--- config.mk ---
export PLATFORM = sky130hd
export DESIGN_NAME = bcd_preset_entry
export DESIGN_NICKNAME = d
export VERILOG_FILES = /design/src/rtl/bcd_preset_entry_pkg.sv /design/src/rtl/bcd_preset_entry_digit_updn.sv /design/src/rtl/bcd_preset_entry.sv
export SDC_FILE = /design/constraint.sdc
export NUM_CORES = 1
export LEC_CHECK = 0
export ABC_AREA = 0
export CAP_MARGIN = 25
export CORE_ASPECT_RATIO = 1.2
export CORE_MARGIN = 3
export CORE_UTILIZATION = 35
export CTS_BUF_LIST = sky130_fd_sc_hd__clkbuf_8
export CTS_CLUSTER_SIZE = 30
export DETAILED_ROUTE_END_ITERATION = 12
export HOLD_SLACK_MARGIN = 0.08
export PLACE_DENSITY = 0.65
export SYNTH_ARGS = -nofsm -noshare
export SYNTH_HDL_FRONTEND = slang
export SYNTH_SLANG_ARGS = --single-unit
--- constraint.sdc ---
create_clock -name clk_fsm -period 3.1 [get_ports clk_fsm]
set_clock_uncertainty 0.15 [all_clocks]
set_input_delay 0.775 -clock clk_fsm [delete_from_list [all_inputs] [get_ports clk_fsm]]
set_output_delay 0.775 -clock clk_fsm [all_outputs]
set_load 0.02 [all_outputs]
--- src/rtl/bcd_preset_entry_pkg.sv ---
// Shared definitions for the BCD preset entry block: FSM encoding and BCD digit limits.
// The state width matches the counter FSM so both can be probed with the same decode.
package bcd_preset_entry_pkg;

   typedef enum logic [2:0] {
      ST_IDLE    = 3'd0,
      ST_EDIT_LO = 3'd1,
      ST_EDIT_HI = 3'd2,
      ST_LOAD    = 3'd3
   } entry_state_e;

   localparam logic [3:0] BCD_MAX = 4'd9;
   localparam logic [3:0] BCD_MIN = 4'd0;

endpackage

--- src/rtl/bcd_preset_entry_digit_updn.sv ---
// One BCD digit register with mod-10 step up/down and no carry or borrow out.
// Asserting inc and dec together leaves the digit unchanged.
module bcd_digit_updn
   import bcd_preset_entry_pkg::*;
(
   input  logic       clk_fsm,
   input  logic       reset_d,
   input  logic       en,
   input  logic       inc,
   input  logic       dec,
   output logic [3:0] digit
);

   logic [3:0] digit_q;
   logic [3:0] digit_d;

   always_comb begin
      digit_d = digit_q;
      if (en && inc && !dec) begin
         digit_d = (digit_q >= BCD_MAX) ? BCD_MIN : digit_q + 4'd1;
      end else if (en && dec && !inc) begin
         digit_d = (digit_q == BCD_MIN) ? BCD_MAX : digit_q - 4'd1;
      end
   end

   always_ff @(posedge clk_fsm or posedge reset_d) begin
      if (reset_d) begin
         digit_q <= BCD_MIN;
      end else begin
         digit_q <= digit_d;
      end
   end

   assign digit = digit_q;

endmodule

--- src/rtl/bcd_preset_entry.sv ---
// Operator preset entry for the two-digit BCD counter: button pulses edit a 00-99 preset,
// which is then offered to the counter over load_req/load_ack; also drives edit-digit blinking.
module bcd_preset_entry
   import bcd_preset_entry_pkg::*;
#(
   parameter int BLINK_HALF = 4
) (
   input  logic       clk_fsm,
   input  logic       reset_d,
   input  logic       edit_1pulse,
   input  logic       sel_1pulse,
   input  logic       inc_1pulse,
   input  logic       dec_1pulse,
   input  logic       counter_idle,
   input  logic       load_ack,
   output logic [3:0] preset_lo,
   output logic [3:0] preset_hi,
   output logic       load_req,
   output logic       editing,
   output logic       edit_digit,
   output logic       blank_lo,
   output logic       blank_hi
);

   localparam int BLINK_W = $clog2(2 * BLINK_HALF);
   localparam logic [BLINK_W-1:0] BLINK_LAST = BLINK_W'(2 * BLINK_HALF - 1);
   localparam logic [BLINK_W-1:0] BLINK_OFF  = BLINK_W'(BLINK_HALF);

   entry_state_e       state_q;
   entry_state_e       state_d;
   logic [BLINK_W-1:0] blink_q;
   logic [BLINK_W-1:0] blink_d;
   logic               blink_clr;
   logic               step_en;
   logic               en_lo;
   logic               en_hi;
   logic               in_edit;

   assign in_edit = (state_q == ST_EDIT_LO) || (state_q == ST_EDIT_HI);

   // Abort on counter_idle low outranks every pulse; among pulses edit > sel > inc/dec.
   always_comb begin
      state_d   = state_q;
      blink_clr = 1'b0;
      step_en   = 1'b0;
      case (state_q)
         ST_IDLE: begin
            if (edit_1pulse && counter_idle) begin
               state_d   = ST_EDIT_LO;
               blink_clr = 1'b1;
            end
         end
         ST_EDIT_LO, ST_EDIT_HI: begin
            if (!counter_idle) begin
               state_d = ST_IDLE;
            end else if (edit_1pulse) begin
               state_d = ST_LOAD;
            end else if (sel_1pulse) begin
               state_d   = (state_q == ST_EDIT_LO) ? ST_EDIT_HI : ST_EDIT_LO;
               blink_clr = 1'b1;
            end else if (inc_1pulse != dec_1pulse) begin
               step_en   = 1'b1;
               blink_clr = 1'b1;
            end
         end
         ST_LOAD: begin
            if (load_ack) begin
               state_d = ST_IDLE;
            end
         end
         default: state_d = ST_IDLE;
      endcase
   end

   assign en_lo = step_en && (state_q == ST_EDIT_LO);
   assign en_hi = step_en && (state_q == ST_EDIT_HI);

   always_comb begin
      blink_d = '0;
      if (blink_clr) begin
         blink_d = '0;
      end else if (in_edit) begin
         blink_d = (blink_q == BLINK_LAST) ? '0 : blink_q + 1'b1;
      end
   end

   always_ff @(posedge clk_fsm or posedge reset_d) begin
      if (reset_d) begin
         state_q <= ST_IDLE;
         blink_q <= '0;
      end else begin
         state_q <= state_d;
         blink_q <= blink_d;
      end
   end

   bcd_digit_updn u_digit_lo (
      .clk_fsm (clk_fsm),
      .reset_d (reset_d),
      .en      (en_lo),
      .inc     (inc_1pulse),
      .dec     (dec_1pulse),
      .digit   (preset_lo)
   );

   bcd_digit_updn u_digit_hi (
      .clk_fsm (clk_fsm),
      .reset_d (reset_d),
      .en      (en_hi),
      .inc     (inc_1pulse),
      .dec     (dec_1pulse),
      .digit   (preset_hi)
   );

   // Decoding straight from state_q lets the asynchronous reset drop load_req at once.
   assign load_req   = (state_q == ST_LOAD);
   assign editing    = in_edit;
   assign edit_digit = (state_q == ST_EDIT_HI);
   assign blank_lo   = (state_q == ST_EDIT_LO) && (blink_q >= BLINK_OFF);
   assign blank_hi   = (state_q == ST_EDIT_HI) && (blink_q >= BLINK_OFF);

endmodule

### Yosys cells after proc, flatten, opt, wreduce, memory -nomap -nowiden

Cells that the tools add are included.

* input bits: 8
* ROM bits: 0
* memories: 0
* bits in registers: 14
* word-level logic and storage cells: 71
* RAM bits: 0
* bits in latches: 0

* muxes and demuxes: 28
* eq/ne operators: 8
* shift-type cells: 0
* reduce and logical (&&, ||, !) cells: 23
* multiply operators: 0
* divide/modulo/power cells: 0
* bitwise gates (word level): 0
* order comparisons: 3
* $add $sub $neg: 5

Operators by type and width (number)
* 4-bit two-way mux: 8
* 3-bit two-way mux: 8
* 1-bit logical AND: 13
* 1-bit two-way mux: 9
* 3-bit case mux with 3 select lines: 1
* 4-bit by 1-bit adder with 4-bit output (second input constant): 2
* 4-bit greater-or-equal comparator (second input constant): 2
* 4-bit zero test: 2
* 4-bit by 1-bit subtractor with 4-bit output (second input constant): 2
* 3-bit by 2-bit equality test with 1-bit output (second input constant): 2
* 2-bit != test (second input constant): 2
* 4-bit != test (second input constant): 1
* 2-bit nonzero test: 2
* 3-bit by 1-bit adder with 3-bit output (second input constant): 1
* 3-bit by 1-bit equality test with 1-bit output (second input constant): 1
* 3-bit equality test (second input constant): 1
* 3-bit greater-or-equal comparator (second input constant): 1
* 3-bit zero test: 1
* 3-bit AND reduction: 1
* 1-bit zero test: 2
* 2-bit two-way mux: 1
* 1-bit case mux with 2 select lines: 1
* 2-bit OR reduction: 1
* 1-bit logical OR: 1
* 1-bit != test: 1

### Depth between registers and ports, before layout

* word-level depth: 11
* gate-level depth with buffers: 8
* depth with buffers taken out: 6

### Cells and area by module

Synthesis repeated with hierarchy kept, for this count alone.

* cells, all modules: 131
* area, all modules: 1162.4 um^2

Modules (own cells, without submodules)
* bcd_digit_updn: times used 2, cells an instance 46, area an instance 390.4 um^2
* bcd_preset_entry: times used 1, cells an instance 39, area an instance 381.6 um^2

### Worst setup path after synthesis

No wires, ideal clock.

* path kind: register -> register
* start point: reg state_q[0]
* end point: reg u_digit_hi.digit_q[3], in the netlist u_digit_hi.digit[3]
* data arrival time: 1.786 ns
* period minus slack after synthesis: 2.062 ns
* stages on the path, launching flop included: 9
* buffers on the path: 2
* setup slack: 1.038 ns
* path through: dfrtp_1 -> inv_1 -> ha_1 -> and2_1 -> buf_6 -> and3_1 -> clkbuf_1 -> nand2_1 -> o32a_1

* word-level cells in the longest chain between the ends: 7
* elaborated cells on any way between the ends: 11
* classes of those cells: 2 x eq/ne; 2 x mux; 7 x reduce/logical

Ends and longest elaborated chain
* from (decl): line bcd_preset_entry.sv:29 `entry_state_e state_q;`
* from (signal assigned): line bcd_preset_entry.sv:92 `state_q <= state_d;`
* 3-bit by 2-bit equality test with 1-bit output / 3-bit by 1-bit equality test with 1-bit output (equally long branches): line bcd_preset_entry.sv:46, bcd_preset_entry.sv:76
* 2-bit OR reduction: line bcd_preset_entry.sv:46 `case (state_q)`
* 1-bit two-way mux: line bcd_preset_entry.sv:46
* 1-bit logical AND (*): line bcd_preset_entry.sv:76 `assign en_hi = step_en && (state_q == ST_EDIT_HI);`
* 1-bit logical AND (on tied branches) (2 in series): line bcd_preset_entry_digit_updn.sv:19, bcd_preset_entry_digit_updn.sv:21
* 4-bit two-way mux / 2-bit nonzero test (equally long branches)
* to (signal assigned): line bcd_preset_entry_digit_updn.sv:30 `digit_q <= digit_d;`
* to (decl): line bcd_preset_entry_digit_updn.sv:14 `logic [3:0] digit_q;`

Every way passes the cells marked *; elsewhere a longest branch is shown, timed or not.
A chain may end at the register's enable or synchronous reset.

### Final worst setup path

* start point: reg state_q[1]
* end point: out blank_lo

* word-level cells in the longest chain between the ends: 2

Ends and longest elaborated chain
* 3-bit by 1-bit equality test with 1-bit output: line bcd_preset_entry.sv:119 `assign blank_lo = (state_q == ST_EDIT_LO) && (blink_q >= BLINK_OFF);`
* 1-bit logical AND: line bcd_preset_entry.sv:119
* to (decl): line bcd_preset_entry.sv:21 `output logic blank_lo,`

No other way between the ends.

==> run_results.csv <==
group,metric,value,unit
status,outcome,"complete, no violations",
power_and_ir_drop,leakage,0.0005981,uW
timing,rsz0062_at_grt,"false",
hold_path,min-delay-path-class,"reg2reg",
placed_design,gp_congestion,0.9086,
synthesis,synthFlopType,"dfrtp_1",
layout,diodes,0,
timing,hold_slack,0.2893,ns
grt,grt_pass1_wl,4360,um
detailed_routing,dr.pass1.iters,4,
critical_path,worstSetupEndpointType,"output pin",
cts,cts_sinks,13,
layout,register_area,325.3,um^2
timing,max_slew_margin,64.80,%
timing,fin_crit,2.733,ns
grt,overflow,0,
layout,fillers,301,
layout,multi_input_area,732.0,um^2
power_and_ir_drop,p_sw_share,44.65,%
critical_path,critical_path_arrival,1.81,ns
grt,track_usage,14.02,%
critical_path,criticalPathCategory,"reg2out",
floorplan,rows,22,
power_and_ir_drop,power_frac_clock,14.5,%
placed_design,dp_cells,180,
critical_path,rrSetupSlack,0.96,ns
cts,clk_latency,0.24,ns
cts,cts_hold_buf,0,
synthesis,synth_edf_count,0,
timing,tns,0,ns
detailed_routing,dr_total_vias,1045,
power_and_ir_drop,p_seq_share,31.2,%
detailed_routing,drc_errors,0,
cts,cts_setup_buffers,0,
synthesis,netlist_area,1145,um^2
power_and_ir_drop,peakVddDrop,0.4066,mV
power_and_ir_drop,p_int,557.1,uW
synthesis,ys_warn_count,0,
floorplan,die_h,68.65,um
cts,path_clk_slew,0.05,ns
flow_run,maxCapViolCount,0,
grt,grt_pass1_vias,949,
layout,final_util,45.13,%
critical_path,crit_path_start_kind,"flop",
power_and_ir_drop,p_per_area,716.9,nW/um^2
layout,nNetsFinal,172,
cts,h-tree-depth,1,
critical_path,worstPathRequired,2.17,ns
synthesis,async_flop_share,100.0,%
critical_path,critPathMaxFanout,6,
timing,fmaxAchievable,0.3659,GHz
cts,cts_resized,0,
placed_design,io_buffers,20,
synthesis,ys_seq_area_share,28.42,%
synthesis,ys_ff_latch,13,
floorplan,initial_core_util,36.81,%
floorplan,die_x,58.21,um
detailed_routing,drtIter0Drc,28,
placed_design,dp.final_hpwl,1978,um
layout,layout.cells.non_filler,184,
cts,clk_path_buf_depth,2,
cts,cts_tree,"built",
grt,grt_max_degree,14,
detailed_routing,postRouteAntennaNets,0,
power_and_ir_drop,combinationalPowerShare,54.3,%
floorplan,io_pins,21,
timing,setup-violations-final,0,
synthesis,synth_top_area_cell,"dfrtp_1",
synthesis,synthCells,128,
detailed_routing,vias_per_cell,5.679,
synthesis,ys_top_cells_by_count,"ha_1, inv_1, dfrtp_1",
cts,cts_root_buf,"clkbuf_8",
timing,finalCritPeriodShare,88.17,%
synthesis,synth_nets,151,
timing,drv_slew,0,
synthesis,synth_cell_types,46,
synthesis,avgSynthCellArea,8.944,um^2
power_and_ir_drop,p_sw,449.3,uW
power_and_ir_drop,finalPower,1006,uW
synthesis,synth_top_area_share,28.42,%
synthesis,yosys-top-cells-area,"dfrtp_1, ha_1, inv_1",
layout,drive_gt1_share,9.459,%
timing,final-hold-violation-count,0,
layout,area_delta_synth_final,22.62,%
floorplan,die_area,3996,um^2
detailed_routing,postRouteWirelength,2578,um
floorplan,design.core.area,3110,um^2
grt,antenna_found_initial,0,
cts,numCtsBuffers,3,
timing,worst_slew_pin_slew,0.5274,ns
detailed_routing,wl_per_cell,14.01,um
sequential cells by signal (all words and copies together) (netlist names):
name / count
blink_q: 3
state_q: 2
u_digit_hi.digit: 4
u_digit_lo.digit: 4
power by group through the flow:
stage               Clock (uW)  Sequential, uW  Combinational, uW
global placement             0             311                548
detailed placement           0             313                551
CTS                        152             311                551
global route               161             325                611
floorplan                    0             333                339
finish                     146             314                547
area by class of cell:
type                    instances  share of cell area (%)
clock buffers                   3                   2.941
flip-flops and latches         13                   23.17
inverters                      15                   4.011
clock inverters                 1                  0.2674
multi-input cells              96                   52.14
repair buffers                 20                   14.26
well taps                      36                   3.209
metal layers:
layer | vias to the layer above | share of wire (%) | GRT usage [%]
met4 | 0 | 1.1 | 4.928
met1 | 495 | 47 | 18.77
met5 | - | 0 | 0
met3 | 4 | 5.8 | 2.048
met2 | 38 | 46 | 23.02
li1 | 508 | - | -
layout by cell type, fill, tap and decap left out, types with 2 or more instances in the layout:
| cell type | n |
|---|---|
| o211ai_1 | 2 |
| or3b_1 | 3 |
| a2111oi_0 | 2 |
| clkbuf_8 | 3 |
| o21ai_1 | 3 |
| and2_1 | 4 |
| clkdlybuf4s50_1 | 20 |
| a31oi_1 | 2 |
| a21oi_2 | 2 |
| and3_1 | 2 |
| dfrtp_1 | 13 |
| inv_1 | 16 |
| nand2b_1 | 2 |
| o21ai_0 | 10 |
| ha_1 | 15 |
| nor2_1 | 5 |
| nand3_1 | 8 |
| a21oi_1 | 7 |
| nand4_1 | 2 |
| nor2_2 | 2 |
logic make-up (layout without fill, tap and decap cells):
group	Yosys count	after routing	share of synthesized area (%)
AND/OR/NAND/NOR	41	41	24.04
buffers and inverters	19	39	7.649
multiplexers	2	2	1.858
flip-flops	13	13	28.42
AO/OA/AOI/OAI	38	38	21.64
adder cells (fa/ha/maj)	15	15	16.39
final timing paths:
check                           startpoint             endpoint  depth (start not counted)
worst min register to register  blink_q[0]           blink_q[0]                          1
worst max-delay path            state_q[1]             blank_lo                          4
max in group asynchronous          reset_d  u_digit_hi.digit[1]                          2
worst min-delay path            blink_q[0]           blink_q[0]                          1
min in group asynchronous          reset_d  u_digit_hi.digit[2]                          2
worst max register to register  state_q[0]  u_digit_hi.digit[2]                          6
per-stage QoR:
step	instance area, um^2	setup WS, ns
6_report	1404	0.3669
5_1_grt	1404	0.2406
4_1_cts	1404	0.3478
3_5_place_dp	1359	0.5271
3_3_place_gp	1359	0.5489
2_1_floorplan	1145	1.038
critical path, cell delays in order (launching register included):
cell and delay [ns]:
dfrtp_1 0.41, inv_1 0.11, ha_1 0.29, and2_1 0.16
clkdlybuf4s50_1 0.60
(Power assumes the default switching activity.)
